[config.mk]
export PLATFORM = sky130hd
export DESIGN_NAME = mdu_ctrl
export DESIGN_NICKNAME = d
export VERILOG_FILES = /design/src/rtl/mdu_ctrl_pkg.sv /design/src/rtl/mdu_ctrl_div.sv /design/src/rtl/mdu_ctrl.sv
export SDC_FILE = /design/constraint.sdc
export NUM_CORES = 2
export LEC_CHECK = 0
export CAP_MARGIN = 30
export CORE_ASPECT_RATIO = 1.1
export CORE_MARGIN = 3
export CORE_UTILIZATION = 42
export CTS_CLUSTER_DIAMETER = 50
export DETAILED_ROUTE_END_ITERATION = 6
export PLACE_DENSITY = 0.64
export SLEW_MARGIN = 15
export SYNTH_ARGS = -nofsm -noshare
export SYNTH_HDL_FRONTEND = slang
export SYNTH_SLANG_ARGS = --single-unit
export TNS_END_PERCENT = 100
[constraint.sdc]
create_clock -name clk -period 16 [get_ports clk]
set_input_delay 4 -clock clk [delete_from_list [all_inputs] [get_ports clk]]
set_output_delay 4 -clock clk [all_outputs]
set_load 0.01 [all_outputs]
[src/rtl/mdu_ctrl_pkg.sv]
// Shared definitions for the EX-stage multiply/divide sequencer: opcode
// encodings, FSM state encoding and iteration constants.
package mdu_ctrl_pkg;

    localparam int unsigned OP_W     = 8;
    localparam int unsigned DIV_ITER = 32;
    localparam int unsigned CNT_W    = 5;

    localparam logic [OP_W-1:0] EXE_MULT_OP  = 8'b0001_1000;
    localparam logic [OP_W-1:0] EXE_MULTU_OP = 8'b0001_1001;
    localparam logic [OP_W-1:0] EXE_DIV_OP   = 8'b0001_1010;
    localparam logic [OP_W-1:0] EXE_DIVU_OP  = 8'b0001_1011;
    localparam logic [OP_W-1:0] EXE_ADDU_OP  = 8'b0010_0001;

    typedef enum logic [1:0] {
        MDU_IDLE   = 2'd0,
        MDU_MUL    = 2'd1,
        MDU_DIV_ON = 2'd2,
        MDU_DONE   = 2'd3
    } mdu_state_e;

endpackage

[src/rtl/mdu_ctrl_div.sv]
// Radix-2 restoring divider datapath on unsigned magnitudes: one
// quotient bit per enabled cycle, remainder/quotient held in shift registers.
module div_radix2_core #(
    parameter int unsigned WIDTH = 32
) (
    input  logic             clk,
    input  logic             resetn,
    input  logic             load,
    input  logic             en,
    input  logic [WIDTH-1:0] dividend,
    input  logic [WIDTH-1:0] divisor,
    output logic [WIDTH-1:0] rem_nxt_c,
    output logic [WIDTH-1:0] quo_nxt_c
);

    logic [WIDTH-1:0] rem_q, rem_d;
    logic [WIDTH-1:0] quo_q, quo_d;
    logic [WIDTH-1:0] dvs_q, dvs_d;
    logic [WIDTH:0]   partial;
    logic [WIDTH:0]   diff;

    // Borrow out of the trial subtraction decides the quotient bit.
    always_comb begin
        partial   = {rem_q, quo_q[WIDTH-1]};
        diff      = partial - {1'b0, dvs_q};
        rem_nxt_c = diff[WIDTH] ? partial[WIDTH-1:0] : diff[WIDTH-1:0];
        quo_nxt_c = {quo_q[WIDTH-2:0], ~diff[WIDTH]};

        rem_d = rem_q;
        quo_d = quo_q;
        dvs_d = dvs_q;
        if (load) begin
            rem_d = '0;
            quo_d = dividend;
            dvs_d = divisor;
        end else if (en) begin
            rem_d = rem_nxt_c;
            quo_d = quo_nxt_c;
        end
    end

    always_ff @(posedge clk) begin
        if (!resetn) begin
            rem_q <= '0;
            quo_q <= '0;
            dvs_q <= '0;
        end else begin
            rem_q <= rem_d;
            quo_q <= quo_d;
            dvs_q <= dvs_d;
        end
    end

endmodule

[src/rtl/mdu_ctrl.sv]
// EX-stage multiply/divide sequencer: captures MULT/MULTU/DIV/DIVU operands,
// stalls the pipeline while busy and writes HI/LO for one cycle on completion.
module mdu_ctrl
    import mdu_ctrl_pkg::*;
#(
    parameter int unsigned WIDTH   = 32,
    parameter int unsigned MUL_LAT = 1
) (
    input  logic               clk,
    input  logic               resetn,
    input  logic [OP_W-1:0]    alucontrol_e,
    input  logic               valid_e,
    input  logic               flush_e,
    input  logic [WIDTH-1:0]   srca_e,
    input  logic [WIDTH-1:0]   srcb_e,
    output logic               stall_e,
    output logic               busy,
    output logic               hilo_we,
    output logic [2*WIDTH-1:0] hilo_out
);

    mdu_state_e           state_q, state_d;
    logic [CNT_W-1:0]     cnt_q, cnt_d;
    logic [WIDTH-1:0]     a_q, a_d;
    logic [WIDTH-1:0]     b_q, b_d;
    logic                 sgn_q, sgn_d;
    logic [2*WIDTH-1:0]   hilo_q, hilo_d;

    logic                 is_mul, is_div, is_signed, start;
    logic                 div_load, div_en;
    logic [WIDTH-1:0]     in_mag_a, in_mag_b;
    logic [WIDTH-1:0]     mag_a, mag_b;
    logic [2*WIDTH-1:0]   prod, mul_res;
    logic [WIDTH-1:0]     rem_nxt, quo_nxt, rem_fix, quo_fix;

    div_radix2_core #(.WIDTH(WIDTH)) u_div (
        .clk       (clk),
        .resetn    (resetn),
        .load      (div_load),
        .en        (div_en),
        .dividend  (in_mag_a),
        .divisor   (in_mag_b),
        .rem_nxt_c (rem_nxt),
        .quo_nxt_c (quo_nxt)
    );

    // Magnitude datapath and sign fix-up for both multiply and divide.
    always_comb begin
        is_mul    = (alucontrol_e == EXE_MULT_OP) || (alucontrol_e == EXE_MULTU_OP);
        is_div    = (alucontrol_e == EXE_DIV_OP)  || (alucontrol_e == EXE_DIVU_OP);
        is_signed = (alucontrol_e == EXE_MULT_OP) || (alucontrol_e == EXE_DIV_OP);
        start     = valid_e & ~flush_e & (state_q == MDU_IDLE) & (is_mul | is_div);

        in_mag_a = (is_signed && srca_e[WIDTH-1]) ? -srca_e : srca_e;
        in_mag_b = (is_signed && srcb_e[WIDTH-1]) ? -srcb_e : srcb_e;
        mag_a    = (sgn_q && a_q[WIDTH-1]) ? -a_q : a_q;
        mag_b    = (sgn_q && b_q[WIDTH-1]) ? -b_q : b_q;

        prod    = {{WIDTH{1'b0}}, mag_a} * {{WIDTH{1'b0}}, mag_b};
        mul_res = (sgn_q && (a_q[WIDTH-1] ^ b_q[WIDTH-1])) ? -prod : prod;
        quo_fix = (sgn_q && (a_q[WIDTH-1] ^ b_q[WIDTH-1])) ? -quo_nxt : quo_nxt;
        rem_fix = (sgn_q && a_q[WIDTH-1]) ? -rem_nxt : rem_nxt;
    end

    // Next-state logic; a flush overrides everything and drops the result.
    always_comb begin
        state_d  = state_q;
        cnt_d    = cnt_q;
        a_d      = a_q;
        b_d      = b_q;
        sgn_d    = sgn_q;
        hilo_d   = hilo_q;
        div_load = 1'b0;
        div_en   = 1'b0;

        case (state_q)
            MDU_IDLE: begin
                if (start) begin
                    a_d   = srca_e;
                    b_d   = srcb_e;
                    sgn_d = is_signed;
                    cnt_d = '0;
                    if (is_mul) begin
                        state_d = MDU_MUL;
                    end else if (srcb_e != '0) begin
                        state_d  = MDU_DIV_ON;
                        div_load = 1'b1;
                    end else begin
                        state_d = MDU_DONE;
                        hilo_d  = {srca_e, {WIDTH{1'b1}}};
                    end
                end
            end
            MDU_MUL: begin
                cnt_d = cnt_q + CNT_W'(1);
                if (cnt_q == CNT_W'(MUL_LAT - 1)) begin
                    hilo_d  = mul_res;
                    cnt_d   = '0;
                    state_d = MDU_DONE;
                end
            end
            MDU_DIV_ON: begin
                div_en = 1'b1;
                cnt_d  = cnt_q + CNT_W'(1);
                if (cnt_q == CNT_W'(DIV_ITER - 1)) begin
                    hilo_d  = {rem_fix, quo_fix};
                    cnt_d   = '0;
                    state_d = MDU_DONE;
                end
            end
            MDU_DONE: begin
                state_d = MDU_IDLE;
            end
        endcase

        if (flush_e) begin
            state_d  = MDU_IDLE;
            cnt_d    = '0;
            hilo_d   = hilo_q;
            div_load = 1'b0;
            div_en   = 1'b0;
        end
    end

    always_ff @(posedge clk) begin
        if (!resetn) begin
            state_q <= MDU_IDLE;
            cnt_q   <= '0;
            a_q     <= '0;
            b_q     <= '0;
            sgn_q   <= 1'b0;
            hilo_q  <= '0;
        end else begin
            state_q <= state_d;
            cnt_q   <= cnt_d;
            a_q     <= a_d;
            b_q     <= b_d;
            sgn_q   <= sgn_d;
            hilo_q  <= hilo_d;
        end
    end

    // Pipeline-facing controls react to flush/reset within the same cycle.
    assign stall_e  = resetn & ~flush_e &
                      (start | (state_q == MDU_MUL) | (state_q == MDU_DIV_ON));
    assign busy     = (state_q != MDU_IDLE);
    assign hilo_we  = resetn & ~flush_e & (state_q == MDU_DONE);
    assign hilo_out = hilo_q;

endmodule

# Word-level counts from Yosys, hierarchy flattened
# Index checks and enable logic that the tools add are counted.
# W data, S select, Z words.
# word_totals
latch_bits,0
ramBits,0
regBits,232
mem_bits_ro,0
wordCells,98
mem_count,0
input_bits,76
# op_classes
muxes,33
mul,1
bitwise_logic,13
n_div,0
add_sub_neg,9
shift,0
magnitude_cmp,0
eq_ne,13
n_reduce_logical,20
# op_table
operator,count
$mux W64,6
$mux W32,9
$neg A32 Y32,6
$pmux W64 S3,1
$mul A32 B32 Y64,1
$neg A64 Y64,1
$sub A33 B32 Y33,1
$eq A8 B5 Y1 const B,4
$reduce_bool A32 Y1,1
$mux W5,3
$pmux W5 S3,1
$ne A2 B2 Y1 const B,5
$mux W1,8
$mux W2,4
$pmux W2 S4,1
$reduce_and A7 Y1,1
$and A1 B1 Y1,6
$add A5 B1 Y5 const B,1
$eq A5 B5 Y1 const B,1
$logic_and A1 B1 Y1,5
$logic_not A5 Y1,1
$eq A2 B2 Y1 const B,2
$reduce_and A2 Y1,2
$reduce_bool A2 Y1,2
9 further kinds,16

# Logic depth before layout (Yosys ltp)
# depth
word_depth,8
depth_mapped,41
depth_no_buf,38

# By module
# From an unflattened synthesis, not the netlist that was laid out.
# unflattened
cells_unflattened,6324
hier_area_um2,50957.6
# modules_own_cells
module,n_inst,cells_per_inst,area_each_um2
mdu_ctrl,1,5503,44550.2
div_radix2_core,1,821,6407.4

# Worst setup path before layout
# OpenSTA, ideal clock, no wires.
# synth_path
path_type,register to register
start,reg a_q[0]
end,"reg hilo_q[63], in the netlist hilo_out[63]"
setup_slack_ns,5.013
n_path_buf,3
setup_time_ns,0.103
period_less_slack_ns,10.987
path_stages_with_launch,39
required_time_ns,15.897
arrival_time_ns,10.883
cell_sequence,dfxtp_1 > inv_1 > clkbuf_1 > ha_1 > nor3b_1 > and2_1 > nand2_1 > nor2_1 > nand2_1 > nor4_1 > a21oi_1 > xor2_1 > clkbuf_1 > nand2_1 > fa_1 > fa_1 > fa_1 > fa_1 > (+3 left out) > fa_1 > inv_1 > fa_1 > inv_1 > ha_1 > clkbuf_1 > nand4_1 > nor3_1 > and2_1 > o31a_1 > nor3_2 > xnor2_1 > or4_1 > nor4_4 > nand3_2 > or4b_1 > a31o_1 > a2111oi_2
# synth_via
elab_chain_len,7
# synth_lines
item,line_no,rtl
from (decl),mdu_ctrl.sv:24,"logic [WIDTH-1:0] a_q, a_d;"
from (signal assigned),mdu_ctrl.sv:129,a_q <= '0;
from (signal assigned),mdu_ctrl.sv:136,a_q <= a_d;
$neg A32 Y32,mdu_ctrl.sv:56,mag_a = (sgn_q && a_q[WIDTH-1]) ? -a_q : a_q;
$mux W32 (*),mdu_ctrl.sv:56,
$mul A32 B32 Y64 (*),mdu_ctrl.sv:59,"prod = {{WIDTH{1'b0}}, mag_a} * {{WIDTH{1'b0}}, mag_b};"
$neg A64 Y64,mdu_ctrl.sv:60,mul_res = (sgn_q && (a_q[WIDTH-1] ^ b_q[WIDTH-1])) ? -prod : prod;
$mux W64 (*),mdu_ctrl.sv:60,
$mux W64 (*),mdu_ctrl.sv:96,if (cnt_q == CNT_W'(MUL_LAT - 1)) begin
$pmux W64 S3 (*),mdu_ctrl.sv:76,case (state_q)
to (signal assigned),mdu_ctrl.sv:139,hilo_q <= hilo_d;
to (decl),mdu_ctrl.sv:27,"logic [2*WIDTH-1:0] hilo_q, hilo_d;"
# Mark *: on every way between the ends. The rest lies on a longest branch, timed or not. The select of a mux whose other input is x is not followed.
# A chain may end at the register's enable or synchronous reset.

# Worst setup path in the final report
# Same ends and word-level chain as after synthesis.

==> metrics.txt <==
worst-margin pin slew 1.08 ns; Rel. slew slack 0.278; CTS buffer count 29; Cell variety after synth 99; crit path launch a_q[0]; slowest stage delay, CP 0.78 ns; slowest CP cell a2111oi_0; cts hold-fix bufs 0; post-detailed-route count of antenna-violating nets 0; initial core utilization 0.426; worst slack, placed 2.98 ns; WL per Instance 23.3 µm; Fmax 0.0756 GHz; crit-path leading delay family adder cells; # nets final 7656; CTS H-tree depth 1; port bufs 142; Worst R2R Path Depth 37; worst reg2reg path startpoint a_q[0]; Initial DRC Count 4016; Worst Path Max Fanout 23; fillers 11800; Yosys warnings 0; final wirelength 187000 µm; worst path buffer plus inverter count 6; # clock sinks 232; GRT Overall Usage 0.296; post-detailed-route via-to-cell ratio 5.74; Syn Area/Cell 7.96 µm²; later-pin clock latency in the skew report 0.62 ns; residual DRC count 0; post-route setup TNS 0 ns; Mapped Cells 6438; Top FF cell, synth dfxtp_1; Post-CTS Setup Repair Bufs 0; fin worst setup slack 2.77 ns; grt total ovfl 0; RSZ-0062 raised after global routing no; CTS Buffer Depth 3; result of the run complete, no violations; min-delay worst type reg -> reg; min cycle time layout 13.23 ns; CTS tree done; vias in the first global route 46700; clk root buf clkbuf_16; Final setup violation count 0; Hold Slack 0.470 ns; Worst setup SP type flop; crit path kind reg -> reg; flop2flop setup slack 2.77 ns; HPWL Detailed 155000 µm; Mapped Area 51200 µm²; max-cap violations 0; CP Depth 37; async set-reset flop share out of synthesis 0; Placeable Area 120000 µm²; Lkg Pwr 25.2 nW; Gates resized, CTS repair 0; Fin. Hold Viols 0; number of enable flip-flop cells after synthesis 0; Required @ worst endpoint 16.52 ns; PD cells 26.3 nW/µm²; Setup crit end hilo_out[63]; DIE WIDTH 339 µm; Synthesized Nets 7720; # IOs 143; pin count of the biggest net entering global routing 87; die height 372 µm; CTS clk-pin slew, worst paths 0.06 ns; Syn-to-layout area delta 9.04%; final period utilization 0.827; most frequent CP cell fa_1; Max VDD drop 98.5 µV; Die ar. 126000 µm²; GPL Wtd Cong 0.981; FP Rows 133; post-route core utilization 0.464; share of cells above drive strength 1 0.0494; R2R Path End hilo_out[63]; Max Transition Viols Final 0; Setup Skew 0.0482 ns; initial antenna violation count 2; first-pass GRT wire length 288000 µm; TritonRoute pass-1 iters 6; Tot Pwr 0.00147 W; post-synthesis sequential area ratio 0.0906; Crit. End Element flop; Worst EP arrival 13.75 ns; FF+latch count, synth 232; total number of vias 46000
==> cell usage after synthesis (82+ instances only) <==
cell type,instances,area [µm²]
nor2_1,883,3310
xnor2_1,187,1640
a211oi_1,82,616
fa_1,897,18000
dfxtp_1,232,4640
xor2_1,146,1280
nand2_1,874,3280
o21ai_0,207,1040
ha_1,309,3870
nor3_1,93,465
clkbuf_1,334,1250
inv_1,957,3590
a21oi_1,326,1630
==> worst min-delay path by stage <==
| stage | slack (ns) | startpoint | to | cells past startpoint |
|---|---|---|---|---|
| 6_report | 0.47 | u_div.dvs_q[0] | u_div.dvs_q[0] | 2 |
| 5_1_grt | 0.49 | u_div.dvs_q[6] | u_div.dvs_q[6] | 2 |
| 4_1_cts | 0.47 | u_div.dvs_q[0] | u_div.dvs_q[0] | 2 |
| 3_5_place_dp | 0.46 | u_div.dvs_q[0] | u_div.dvs_q[0] | 2 |
| 3_3_place_gp | 0.45 | u_div.dvs_q[31] | u_div.dvs_q[31] | 2 |
| 2_1_floorplan | 0.43 | u_div.dvs_q[31] | u_div.dvs_q[31] | 2 |
==> where the power goes <==
part | switching (W) | internal (W) | total [W] | leakage [nW]
combinational | 0.000125 | 0.0000653 | 0.000190 | 22.8
sequential | 0.00000185 | 0.000578 | 0.000580 | 1.87
clock | 0.000313 | 0.000385 | 0.000698 | 0.501
==> per-stage QoR <==
step | instance area, µm² | instances
detailed placement | 54800 | 7958
floorplan | 51200 | 6438
CTS | 55800 | 8012
finish | 55900 | 8018
global route | 55900 | 8018
global placement | 54700 | 7953
==> worst reg2reg max path: cells and delay by family, from the launching register on <==
family / cells / cell delay (ns)
adders and majority gates: 10 / 4.76
AOI/OAI and AO/OA: 4 / 1.65
DFF: 1 / 0.53
and+or+nand+nor: 15 / 4.64
xor gates and xnor gates: 2 / 0.88
buffers and inverters: 6 / 0.67
==> layer usage <==
metal,global-route usage,wire length (µm)
met3,0.0306,13200
met2,0.506,89300
met5,0,0
met1,0.373,73100
met4,0.149,11600
==> logic make-up after synthesis <==
family	count (synthesis)	synth area share
multiplexers	45	0.00884
AND/OR/NAND/NOR	2279	0.193
AO/OA/AOI/OAI	1017	0.127
adder cells (fa/ha/maj)	1206	0.426
XOR/XNOR	333	0.0569
buffers and inverters	1326	0.0985
flip-flops	232	0.0906
==> cells in the final DEF, fill, tap and decap left out, drive strengths merged, types with 39 or more instances in the layout <==
cell             n
a211oi          83
a21oi          335
a221oi          39
a31oi           42
and2            40
buf            129
clkdlybuf4s50  141
dfxtp          232
fa             897
ha             309
inv            966
mux2i           43
nand2          874
nand3           80
nand4           43
nor2           883
nor3            96
nor4            51
o211ai          45
o21ai          226
o31ai           47
or3             44
xnor2          187
xor2           146
==> cell type report <==
class / instances / area (µm²) / area share
timing repair buffer: 271 / 2430 / 0.0436
multi-input combinational: 4880 / 42200 / 0.754
antenna: 1 / 2.50 / 0.0000448
inverter: 960 / 3610 / 0.0645
clock inverter: 20 / 219 / 0.00392
tap: 1620 / 2030 / 0.0363
sequential: 232 / 4640 / 0.0831
clock buffer: 34 / 795 / 0.0142
==> registers in the layout (all words and copies together) (netlist names) <==
signal       cells
hilo_out        64
a_q             32
b_q             32
u_div.dvs_q     32
u_div.quo_q     32
u_div.rem_q     32
cnt_q            5
state_q          2
sgn_q            1
No activity file was read; power rests on OpenSTA's default activity.
